<file path="src/rtl/d_wb_stage.sv">
// Writeback stage: retires EX/MEM ops into the register file, waiting on data-memory responses for loads.
// Optional macro D_WB_INSTRET_EN builds the 32-bit retired-op counter; otherwise instret is tied to zero.
module d_wb_stage #(
  parameter int DW = 32,
  parameter int RW = 5
) (
  input  logic          clk,
  input  logic          rst,
  input  logic          in_valid,
  output logic          in_ready,
  input  logic [RW-1:0] in_rd,
  input  logic [DW-1:0] in_result,
  input  logic          in_is_load,
  input  logic [2:0]    in_funct3,
  input  logic          mem_rvalid,
  input  logic [DW-1:0] mem_rdata,
  output logic [DW-1:0] busw,
  output logic [RW-1:0] rw,
  output logic          we,
  output logic          pend_valid,
  output logic [RW-1:0] pend_rd,
  output logic          err_misalign,
  output logic [31:0]   instret
);

  typedef enum logic {IDLE, WAIT_MEM} state_t;

  state_t        state_q, state_d;
  logic [RW-1:0] rd_q, rd_d;
  logic [2:0]    funct3_q, funct3_d;
  logic [1:0]    off_q, off_d;
  logic [DW-1:0] busw_q, busw_d;
  logic [RW-1:0] rw_q, rw_d;
  logic          we_q, we_d;
  logic          err_q, err_d;

  logic          accept;
  logic          resp;
  logic          retire;
  logic [DW-1:0] byte_shift;
  logic [DW-1:0] half_shift;
  logic [DW-1:0] load_data;
  logic          load_bad;

  assign accept = in_valid && in_ready;
  assign resp   = (state_q == WAIT_MEM) && mem_rvalid;
  assign retire = (accept && !in_is_load) || resp;

  // State register
  always_ff @(posedge clk) begin
    if (rst) state_q <= IDLE;
    else     state_q <= state_d;
  end

  // Next-state logic
  always_comb begin
    state_d = state_q;
    case (state_q)
      IDLE:     if (accept && in_is_load) state_d = WAIT_MEM;
      WAIT_MEM: if (mem_rvalid)           state_d = IDLE;
      default:  state_d = IDLE;
    endcase
  end

  // FSM outputs
  always_comb begin
    in_ready   = (state_q == IDLE);
    pend_valid = (state_q == WAIT_MEM);
  end

  // Load data extraction from the aligned memory word using the latched byte offset
  always_comb begin
    byte_shift = mem_rdata >> {off_q, 3'b000};
    half_shift = mem_rdata >> {off_q[1], 4'b0000};
    load_data  = mem_rdata;
    load_bad   = 1'b0;
    case (funct3_q)
      3'b000:  load_data = {{(DW-8){byte_shift[7]}}, byte_shift[7:0]};
      3'b100:  load_data = {{(DW-8){1'b0}}, byte_shift[7:0]};
      3'b001: begin
        load_data = {{(DW-16){half_shift[15]}}, half_shift[15:0]};
        load_bad  = off_q[0];
      end
      3'b101: begin
        load_data = {{(DW-16){1'b0}}, half_shift[15:0]};
        load_bad  = off_q[0];
      end
      3'b010:  load_bad = (off_q != 2'b00);
      default: load_bad = 1'b1;
    endcase
  end

  always_comb begin
    rd_d     = rd_q;
    funct3_d = funct3_q;
    off_d    = off_q;
    busw_d   = busw_q;
    rw_d     = rw_q;
    we_d     = 1'b0;
    err_d    = 1'b0;
    if (accept && in_is_load) begin
      rd_d     = in_rd;
      funct3_d = in_funct3;
      off_d    = in_result[1:0];
    end else if (accept) begin
      busw_d = in_result;
      rw_d   = in_rd;
      we_d   = (in_rd != '0);
    end else if (resp) begin
      busw_d = load_data;
      rw_d   = rd_q;
      we_d   = (rd_q != '0) && !load_bad;
      err_d  = load_bad;
    end
  end

  always_ff @(posedge clk) begin
    if (rst) begin
      rd_q     <= '0;
      funct3_q <= '0;
      off_q    <= '0;
      busw_q   <= '0;
      rw_q     <= '0;
      we_q     <= 1'b0;
      err_q    <= 1'b0;
    end else begin
      rd_q     <= rd_d;
      funct3_q <= funct3_d;
      off_q    <= off_d;
      busw_q   <= busw_d;
      rw_q     <= rw_d;
      we_q     <= we_d;
      err_q    <= err_d;
    end
  end

  assign busw         = busw_q;
  assign rw           = rw_q;
  assign we           = we_q;
  assign err_misalign = err_q;
  assign pend_rd      = rd_q;

`ifdef D_WB_INSTRET_EN
  logic [31:0] instret_q, instret_d;

  always_comb begin
    instret_d = instret_q;
    if (retire) instret_d = instret_q + 32'd1;
  end

  always_ff @(posedge clk) begin
    if (rst) instret_q <= '0;
    else     instret_q <= instret_d;
  end

  assign instret = instret_q;
`else
  logic unused_retire;
  assign unused_retire = retire;
  assign instret       = 32'h0;
`endif

endmodule

</file>
<file path="config.mk">
export PLATFORM = sky130hd
export DESIGN_NAME = d_wb_stage
export DESIGN_NICKNAME = d
export VERILOG_FILES = /design/src/rtl/d_wb_stage.sv
export SDC_FILE = /design/constraint.sdc
export NUM_CORES = 1
export LEC_CHECK = 0
export CAP_MARGIN = 0
export CORE_MARGIN = 5
export CORE_UTILIZATION = 44
export DETAILED_ROUTE_END_ITERATION = 8
export HOLD_SLACK_MARGIN = 0.12
export PLACE_DENSITY = 0.95
export SLEW_MARGIN = 10
export SYNTH_ARGS = -nofsm -noshare
export SYNTH_HDL_FRONTEND = slang
export SYNTH_SLANG_ARGS = --single-unit
</file>
<file path="constraint.sdc">
create_clock -name clk -period 3.2 [get_ports clk]
set_input_delay 0.64 -clock clk [delete_from_list [all_inputs] [get_ports clk]]
set_output_delay 0.64 -clock clk [all_outputs]
set_load 0.02 [all_outputs]
</file>
Word level (Yosys, flattened, before mapping)
Index checks and enable logic that the tools add are counted.
{"block": "totals", "elab_cells": 43, "out_inout_bits": 78, "ff_bits": 50}
{"block": "op_classes", "n_eq_ne": 4, "mux": 11, "shifts": 2, "bitwise_logic": 3, "n_reduce_logical": 15}
{"op": "$pmux W32 S4", "count": 1}
{"op": "$mux W32", "count": 2}
{"op": "$shr A32 B5 Y16", "count": 1}
{"op": "$shr A32 B5 Y8", "count": 1}
{"op": "$mux W5", "count": 2}
{"op": "$reduce_bool A5 Y1", "count": 2}
{"op": "$eq A3 B3 Y1 const B", "count": 2}
{"op": "$reduce_or A2 Y1", "count": 3}
{"op": "$logic_and A1 B1 Y1", "count": 4}
{"op": "$mux W1", "count": 4}
{"op": "$reduce_bool A2 Y1", "count": 2}
{"op": "$reduce_or A4 Y1", "count": 1}
{"op": "$eq A3 B1 Y1 const B", "count": 1}
{"op": "$eq A3 B2 Y1 const B", "count": 1}
{"op": "$logic_not A3 Y1", "count": 1}
{"op": "$not A1 Y1", "count": 3}
{"op": "$pmux W1 S3", "count": 1}
{"op": "$pmux W1 S2", "count": 1}
{"op": "$reduce_and A2 Y1", "count": 1}
{"op": "$logic_not A1 Y1", "count": 1}

Longest topological paths before layout
Gate-level depths: netlist (run 1).
{"block": "depth", "word_depth": 7, "mapped_depth": 7, "ltp_nobuf": 4}

Worst setup path after synthesis (run 1)
Ideal clock, no wire load.
{"block": "synth_timing", "path_kind": "in2reg", "startpoint": "in mem_rdata[31]", "endpoint": "reg busw_q[23] (netlist: busw[23])", "t_arrival_ps": 1725, "path_buffers": 1, "setup_ps": 103, "required_ps": 3097, "stages": 5, "setup_slack_ps": 1372, "cell_sequence": "mux2i_1 > a2111oi_4 > a31oi_4 > buf_6 > a2111oi_2"}
{"block": "synth_between", "elab_chain_len": 4, "elab_cells_between_ends": 5}
{"item": "start, declared", "line": "16", "source": "input logic [DW-1:0] mem_rdata,"}
{"item": "$shr A32 B5 Y16 or $shr A32 B5 Y8 (tied branches)", "line": "74, 73"}
{"item": "$pmux W32 S4 *", "line": "77", "source": "case (funct3_q)"}
{"item": "$mux W32 *", "line": "109", "source": "end else if (resp) begin"}
{"item": "$mux W32 *", "line": "105", "source": "end else if (accept) begin"}
{"item": "end signal, assigned", "line": "130", "source": "busw_q <= busw_d;"}
{"item": "end, declared", "line": "32", "source": "logic [DW-1:0] busw_q, busw_d;"}
Mark *: on every way between the ends. The rest lies on a longest branch, timed or not. The select of a mux whose other input is x is not followed.
A chain may end at the register's enable or synchronous reset.

Worst setup path after layout (run 1)
{"block": "layout_timing", "startpoint": "in in_valid", "endpoint": "reg busw_q[8] (netlist: busw[8])"}
{"block": "layout_between", "elab_chain_len": 4, "elab_cells_between_ends": 6}
{"item": "start, declared", "line": "9", "source": "input logic in_valid,"}
{"item": "$logic_and A1 B1 Y1 *", "line": "45", "source": "assign accept = in_valid && in_ready;"}
{"item": "$logic_and A1 B1 Y1", "line": "101", "source": "if (accept && in_is_load) begin"}
{"item": "$not A1 Y1 (no source line)"}
{"item": "$reduce_and A2 Y1 (no source line)"}
Mark *: on every way between the ends. The rest lies on a longest branch, timed or not.

==> results.yml, run 1 <==
logic_synthesis:
  synthTopCellsByArea: "dfxtp_1 31%, buf_4 8.3%, nand2_1 7.4%"
  synth_edf_count: 0
  netlist_area_um2: 3178
  synth-seq-cells: 50
  synth_top_cell_by_area: "dfxtp_1"
  synth.most_common_cell: "nand2_1"
  synthTopCellsByCount: "63 x nand2_1, 54 x nor2_1, 50 x dfxtp_1"
  synthFlopType: "dfxtp_1"
  avgSynthCellArea_um2: 8.191
  synth-seq-area-share_pct: 31.50
  synth_top_area_share_pct: 31.50
  syn_inst: 388
  synthArstFlopShare_pct: 0
  ys_warn_count: 0
  synth_cell_types: 51
clock_tree:
  cts_max_path_buffers: 2
  cts_resized: 0
  cts-root-buf: "clkbuf_8"
  cts_tree: "done"
  post_cts_buffers: 0
  cts-htree-levels: 2
  clkTransAtPathRegs_ns: 0.10
  cts_sinks: 50
  holdBufCountCts: 0
  clock_latency_ns: 0.32
  cts_buffers: 5
global_routing:
  overflow: 0
  use_met1_pct: 27.03
  grt_max_degree: 40
  met3_usage_pct: 4.223
  grt_pass1_wl_um: 15780
  grt_use_total_pct: 22.03
  antenna_found_initial: 0
  top_usage_layer: "met2"
  grt_pass1_vias: 3185
  met2_usage_pct: 38.29
die:
  fp.coreArea_um2: 7137
  start_util_pct: 44.53
  die_area_um2: 9022
  boundaryPins: 155
  die_w_um: 94.99
  die_y_um: 94.99
  fp-row-count: 31
sta:
  period_needed_ns: 2.381
  finalMaxSlewViolations: 0
  slew_headroom_pct: 38.76
  hold_viol: 0
  fin_skew_ns: 0.005423
  max_freq_mhz: 419.9
  rsz0062_at_grt: "no"
  setup_violations: 0
  worst_slew_pin_slew_ns: 0.9174
  finalCritPeriodShare_pct: 74.41
  final.setup.tns_ns: 0
setup_path:
  critical_path.top_delay_family: "simple AND/OR/NAND/NOR gates"
  slowest_stage: "clkdlybuf4s50_1"
  path_cells: "clkdlybuf4s50_1 > or3b_1 > and2_1 > o41ai_1"
  cp_slowest_stage_delay_ns: 0.54
  crit_arrival_ns: 2.58
  crit_fanout: 22
  worstSetupPathType: "primary input to register"
  critPathLaunchType: "primary input"
  crit_buf_inv: 1
  setup.worst_path.end_class: "register"
  required_ns: 3.40
routing:
  vias: 3312
  initialDrtViolationCount: 326
  drc: 0
  avgRoutedWirePerCell_um: 17.45
  viasPerCell: 5.576
  routed_wl_um: 10370
  dr.pass1.iters: 5
  antenna_left: 0
final_layout:
  insertedDiodeCount: 0
  fillCellCount: 628
  drive_gt1_share_pct: 8.485
  syn2layout_area_growth_pct: 37.76
  finish.net_count: 571
  stdcell_count: 594
placed_design:
  dp_hpwl_um: 8077
  dp.cells: 586
  globalplace.congestion: 0.9686
  port_buffers: 122
pwr:
  power_leakage_nw: 1.575
  vdd_drop_max_v: 0.0002481
  pwr_density_cell_nw_per_um2: 390.0
job:
  cap_violations: 0
worst_hold_path:
  hold_path.class: "register to register"
outcome:
  status: "finished, final reports clean"
[layout by cell type (no fill, tap or decap), types with 2 or more instances in the layout]
| cell type | instances |
|---|---|
| nor3_1 | 3 |
| a21oi_1 | 22 |
| a2111oi_4 | 3 |
| nand3b_1 | 8 |
| o221ai_1 | 2 |
| o32ai_1 | 3 |
| o41ai_1 | 7 |
| o21ai_1 | 4 |
| clkbuf_8 | 5 |
| a2111oi_0 | 7 |
| and3_1 | 6 |
| inv_1 | 8 |
| nor3b_1 | 2 |
| o22ai_1 | 2 |
| a311o_1 | 2 |
| mux2_2 | 5 |
| nand2b_1 | 5 |
| and2_1 | 2 |
| o21ai_0 | 7 |
| clkdlybuf4s50_1 | 121 |
| conb_1 | 32 |
| a2111oi_2 | 9 |
| dfxtp_1 | 50 |
| a221oi_1 | 4 |
| a311oi_1 | 6 |
| nand2_1 | 63 |
| and4b_1 | 3 |
| a211oi_1 | 5 |
| nor2b_1 | 3 |
| buf_4 | 10 |
| a31oi_1 | 7 |
| nor4bb_1 | 2 |
| mux2i_1 | 3 |
| and3b_1 | 2 |
| nor2_1 | 54 |
| or4_1 | 2 |
[worst register-to-register path, delay by kind of cell (launching register included)]
kind	cells	cell delay, ns
muxes	1	0.38
and+or+nand+nor	1	0.42
AOI/OAI and AO/OA	2	0.49
DFF	1	0.93
[layer usage]
metal / up-vias / wire (µm)
met5: - / 0
met1: 1533 / 4069
li1: 1534 / -
met2: 225 / 5177
met3: 20 / 916
met4: 0 / 204
[registers in the layout (all words and copies together), names as in the netlist]
name	flops
busw	32
pend_rd	5
rw	5
funct3_q	3
off_q	2
err_misalign	1
pend_valid	1
we	1
[where the power goes]
group	total [mW]	leakage (nW)	switching, mW	internal [mW]
registers	0.708	0.411	0.0401	0.668
logic	0.524	1.11	0.276	0.248
clock network	0.475	0.0563	0.237	0.238
[per-stage QoR]
step	area (µm²)	worst slack (ns)	hold WS (ns)	power, mW	utilization [%]
after CTS	4378	0.8312	0.4671	1.712	61.34
after detailed placement	4260	0.4908	0.4534	1.239	59.70
after floorplan	3294	1.372	0.5051	1.032	-
final	4378	0.8188	0.4640	1.707	61.34
after global routing	4378	0.6615	0.4922	1.777	61.34
after global placement	4260	0.6480	0.4488	1.228	59.70
[kinds of logic (layout without fill, tap and decap cells)]
kind of cell / Yosys count / count (layout) / synth area share (%)
simple gates: 162 / 162 / 24.69
mux: 9 / 9 / 3.425
compound gates: 94 / 94 / 25.20
other cells: 1 / 32 / 0.1180
buf+inv: 72 / 148 / 15.08
flops: 50 / 50 / 31.50
[path summary, 6_finish.rpt]
path / from / to / slack, ns / cells past startpoint
max: in_valid / busw[8]$_SDFFE_PP0P_ / 0.82 / 4
min: busw[12]$_SDFFE_PP0P_ / busw[12]$_SDFFE_PP0P_ / 0.46 / 2
max reg2reg: funct3_q[0]$_SDFFE_PP0P_ / busw[5]$_SDFFE_PP0P_ / 0.85 / 4
min reg2reg: busw[12]$_SDFFE_PP0P_ / busw[12]$_SDFFE_PP0P_ / 0.46 / 2
[final cells by class]
type | instances | area, µm² | share of cell area [%]
Sequential cell | 50 | 1001 | 22.86
Clock buffer | 5 | 68.82 | 1.572
Timing Repair Buffer | 132 | 1291 | 29.49
Clock inverter | 3 | 48.80 | 1.115
Tap cell | 99 | 123.9 | 2.829
Multi-Input combinational cell | 297 | 1814 | 41.44
Inverter | 8 | 30.03 | 0.6859
Note: power is estimated with default switching activity, not from simulation.
==> inputs of run 2 (changes only) <==
--- a/config.mk
+++ b/config.mk
@@ -7,10 +7,10 @@
 export LEC_CHECK = 0
 export CAP_MARGIN = 0
 export CORE_MARGIN = 5
-export CORE_UTILIZATION = 44
+export CORE_UTILIZATION = 37
 export DETAILED_ROUTE_END_ITERATION = 8
 export HOLD_SLACK_MARGIN = 0.12
-export PLACE_DENSITY = 0.95
+export PLACE_DENSITY = 0.88
 export SLEW_MARGIN = 10
 export SYNTH_ARGS = -nofsm -noshare
 export SYNTH_HDL_FRONTEND = slang
==> constraint.sdc (replaced) <==
create_clock -name clk -period 2 [get_ports clk]
set_input_delay 0.4 -clock clk [delete_from_list [all_inputs] [get_ports clk]]
set_output_delay 0.4 -clock clk [all_outputs]
set_load 0.02 [all_outputs]
==> run 2 against run 1 <==
Final cell count is 4.4% higher. Worst hold slack better by 0.0041 ns. Register-to-register slack worse by 0.72 ns. Routed wire length is 4.5% higher. Clock skew is 0.0088 ns higher. Final area is 4.3% higher. Sequential power is 58% higher. Non-clock buffer count is 20 higher. First-iteration DRC count is 42% lower. Via count is 1.2% higher. Power is 55% higher. Critical path type unchanged. Critical endpoint is now busw[16]$_SDFFE_PP0P_. Largest power group unchanged. Highest routed layer unchanged.
==> results.yml, run 2 (synthesized netlist as in run 1, its figures left out) <==
outcome:
  status: "finished, final reports clean"
pwr:
  p_switching_uw: 888.4
  seqPwrFrac_pct: 42.4
  intPower_mw: 1.761
  comb_power_share_pct: 34.0
  vdd_drop_max_v: 0.0003046
  clkPwrFrac_pct: 23.6
  swShare_pct: 33.54
  power_leakage_nw: 1.679
  pwr_density_cell_nw_per_um2: 580.0
  p_total_mw: 2.649
sta:
  rsz0062_at_grt: "no"
  fin_skew_ns: 0.01418
  fin_ws_ns: 0.08002
  setup_violations: 0
  max_freq_mhz: 520.8
  finalCritPeriodShare_pct: 96.00
  finalMaxSlewViolations: 0
  final.setup.tns_ns: 0
  hold_viol: 0
  whs_ns: 0.4681
  period_needed_ns: 1.920
die:
  start_util_pct: 38.29
  boundaryPins: 155
  fp.coreArea_um2: 8299
  fp-row-count: 33
  die_w_um: 102.7
  die_y_um: 102.7
  die_area_um2: 10540
setup_path:
  critPathLaunchType: "primary input"
  crit_arrival_ns: 2.11
  required_ns: 2.19
  path_cells: "clkdlybuf4s50_1 > or3b_1 > nand2_1 > buf_12 > nor2_1 > a2111oi_0"
  crit_fanout: 17
  r2r-start: "funct3_q[1]$_SDFFE_PP0P_"
  slowest_stage: "clkdlybuf4s50_1"
  worstSetupPathType: "primary input to register"
  cp-startpoint: "in_valid"
  setup.worst_path.end_class: "register"
  cp_slowest_stage_delay_ns: 0.52
  r2r_slack_ns: 0.13
final_layout:
  insertedDiodeCount: 0
  fillCellCount: 777
  largest_register_ffs: 32
  fin_util_pct: 55.03
  final_cell_mix: "121 x clkdlybuf4s50_1, 63 x nand2_1, 54 x nor2_1"
  final_common_cell: "clkdlybuf4s50_1"
  finish.net_count: 591
  drive_gt1_share_pct: 12.23
  syn2layout_area_growth_pct: 43.70
job:
  cap_violations: 0
clock_tree:
  clock_latency_ns: 0.32
  cts-htree-levels: 2
  cts_max_path_buffers: 2
  cts_sinks: 50
  cts_buffers: 5
  holdBufCountCts: 0
  clkTransAtPathRegs_ns: 0.09
  cts_tree: "done"
  cts-root-buf: "clkbuf_8"
global_routing:
  grt_pass1_wl_um: 16250
  grt_pass1_vias: 3291
  grt_use_total_pct: 19.62
  antenna_found_initial: 0
  grt_max_degree: 57
  overflow: 0
worst_hold_path:
  hold_path.class: "register to register"
  hold_start: "busw[12]$_SDFFE_PP0P_"
placed_design:
  dp_hpwl_um: 8692
  dp_slack_ns: -0.2336
  port_buffers: 122
  globalplace.congestion: 0.9511
routing:
  dr.pass1.iters: 4
  avgRoutedWirePerCell_um: 17.47
  routed_wl_um: 10830
  antenna_left: 0
  drc: 0
  viasPerCell: 5.405
  vias: 3351
  initialDrtViolationCount: 188
[run 2: changes by cell type in the layout (fill, tap and decap cells not counted)]
cell       before  now
bufinv_16       1    0
dfxtp_1        50   49
buf_4          10   26
a2111oi_1       0    3
buf_12          0    4
inv_8           1    0
inv_6           0    1
clkinv_4        0    1
a2111oi_0       7    4
dfxtp_2         0    1
[run 2: repair_timing]
| action | 4_1_cts | 5_1_grt |
|---|---|---|
| setup endpoints to repair | 3 | 3 |
| endpoints found under the hold margin | 0 | 0 |
| gates resized for setup | 1 | 3 |
| setup buffers | 0 | 0 |
[run 2: layout make-up]
type	instances	area, µm²	share of cell area (%)
Multi-Input combinational cell	297	1818	39.81
Timing Repair Buffer	152	1491	32.66
Sequential cell	50	1002	21.95
Tap cell	105	131.4	2.877
Clock buffer	5	68.82	1.507
Inverter	8	30.03	0.6575
Clock inverter	3	25.02	0.5479
[run 2: critical path: cells and delay by family]
kind                   cells  cell delay (ns)
buffers and inverters      2             0.69
and+or+nand+nor            3             0.65
AOI/OAI and AO/OA          1             0.36
[run 2: power groups by stage]
stage | combinational (mW) | clock (mW) | sequential [mW]
after floorplan | 0.434 | 0 | 1.22
after global placement | 0.878 | 0 | 1.14
after detailed placement | 0.895 | 0 | 1.15
after CTS | 0.898 | 0.631 | 1.12
after global routing | 0.959 | 0.690 | 1.13
final | 0.901 | 0.626 | 1.12
[run 2: path summary, 6_finish.rpt]
path                            to  depth (start not counted)
max          busw[16]$_SDFFE_PP0P_                          6
min          busw[12]$_SDFFE_PP0P_                          2
max reg2reg  busw[16]$_SDFFE_PP0P_                          5
min reg2reg  busw[12]$_SDFFE_PP0P_                          2
[run 2: metrics by stage]
| step | cells | area, µm² |
|---|---|---|
| floorplan | 419 | 3294 |
| finish | 620 | 4567 |
| global placement | 612 | 4468 |
| CTS | 620 | 4563 |
| global route | 620 | 4567 |
| detailed placement | 612 | 4468 |
[run 2: metal layers]
metal  wire [µm]  GRT usage (%)  vias to the layer above
met1        4080          23.96                     1583
met3        1036          4.263                       20
met2        5487          34.26                      171
li1            -              -                     1577
met4         228          6.256                        0
met5           0              0                        -
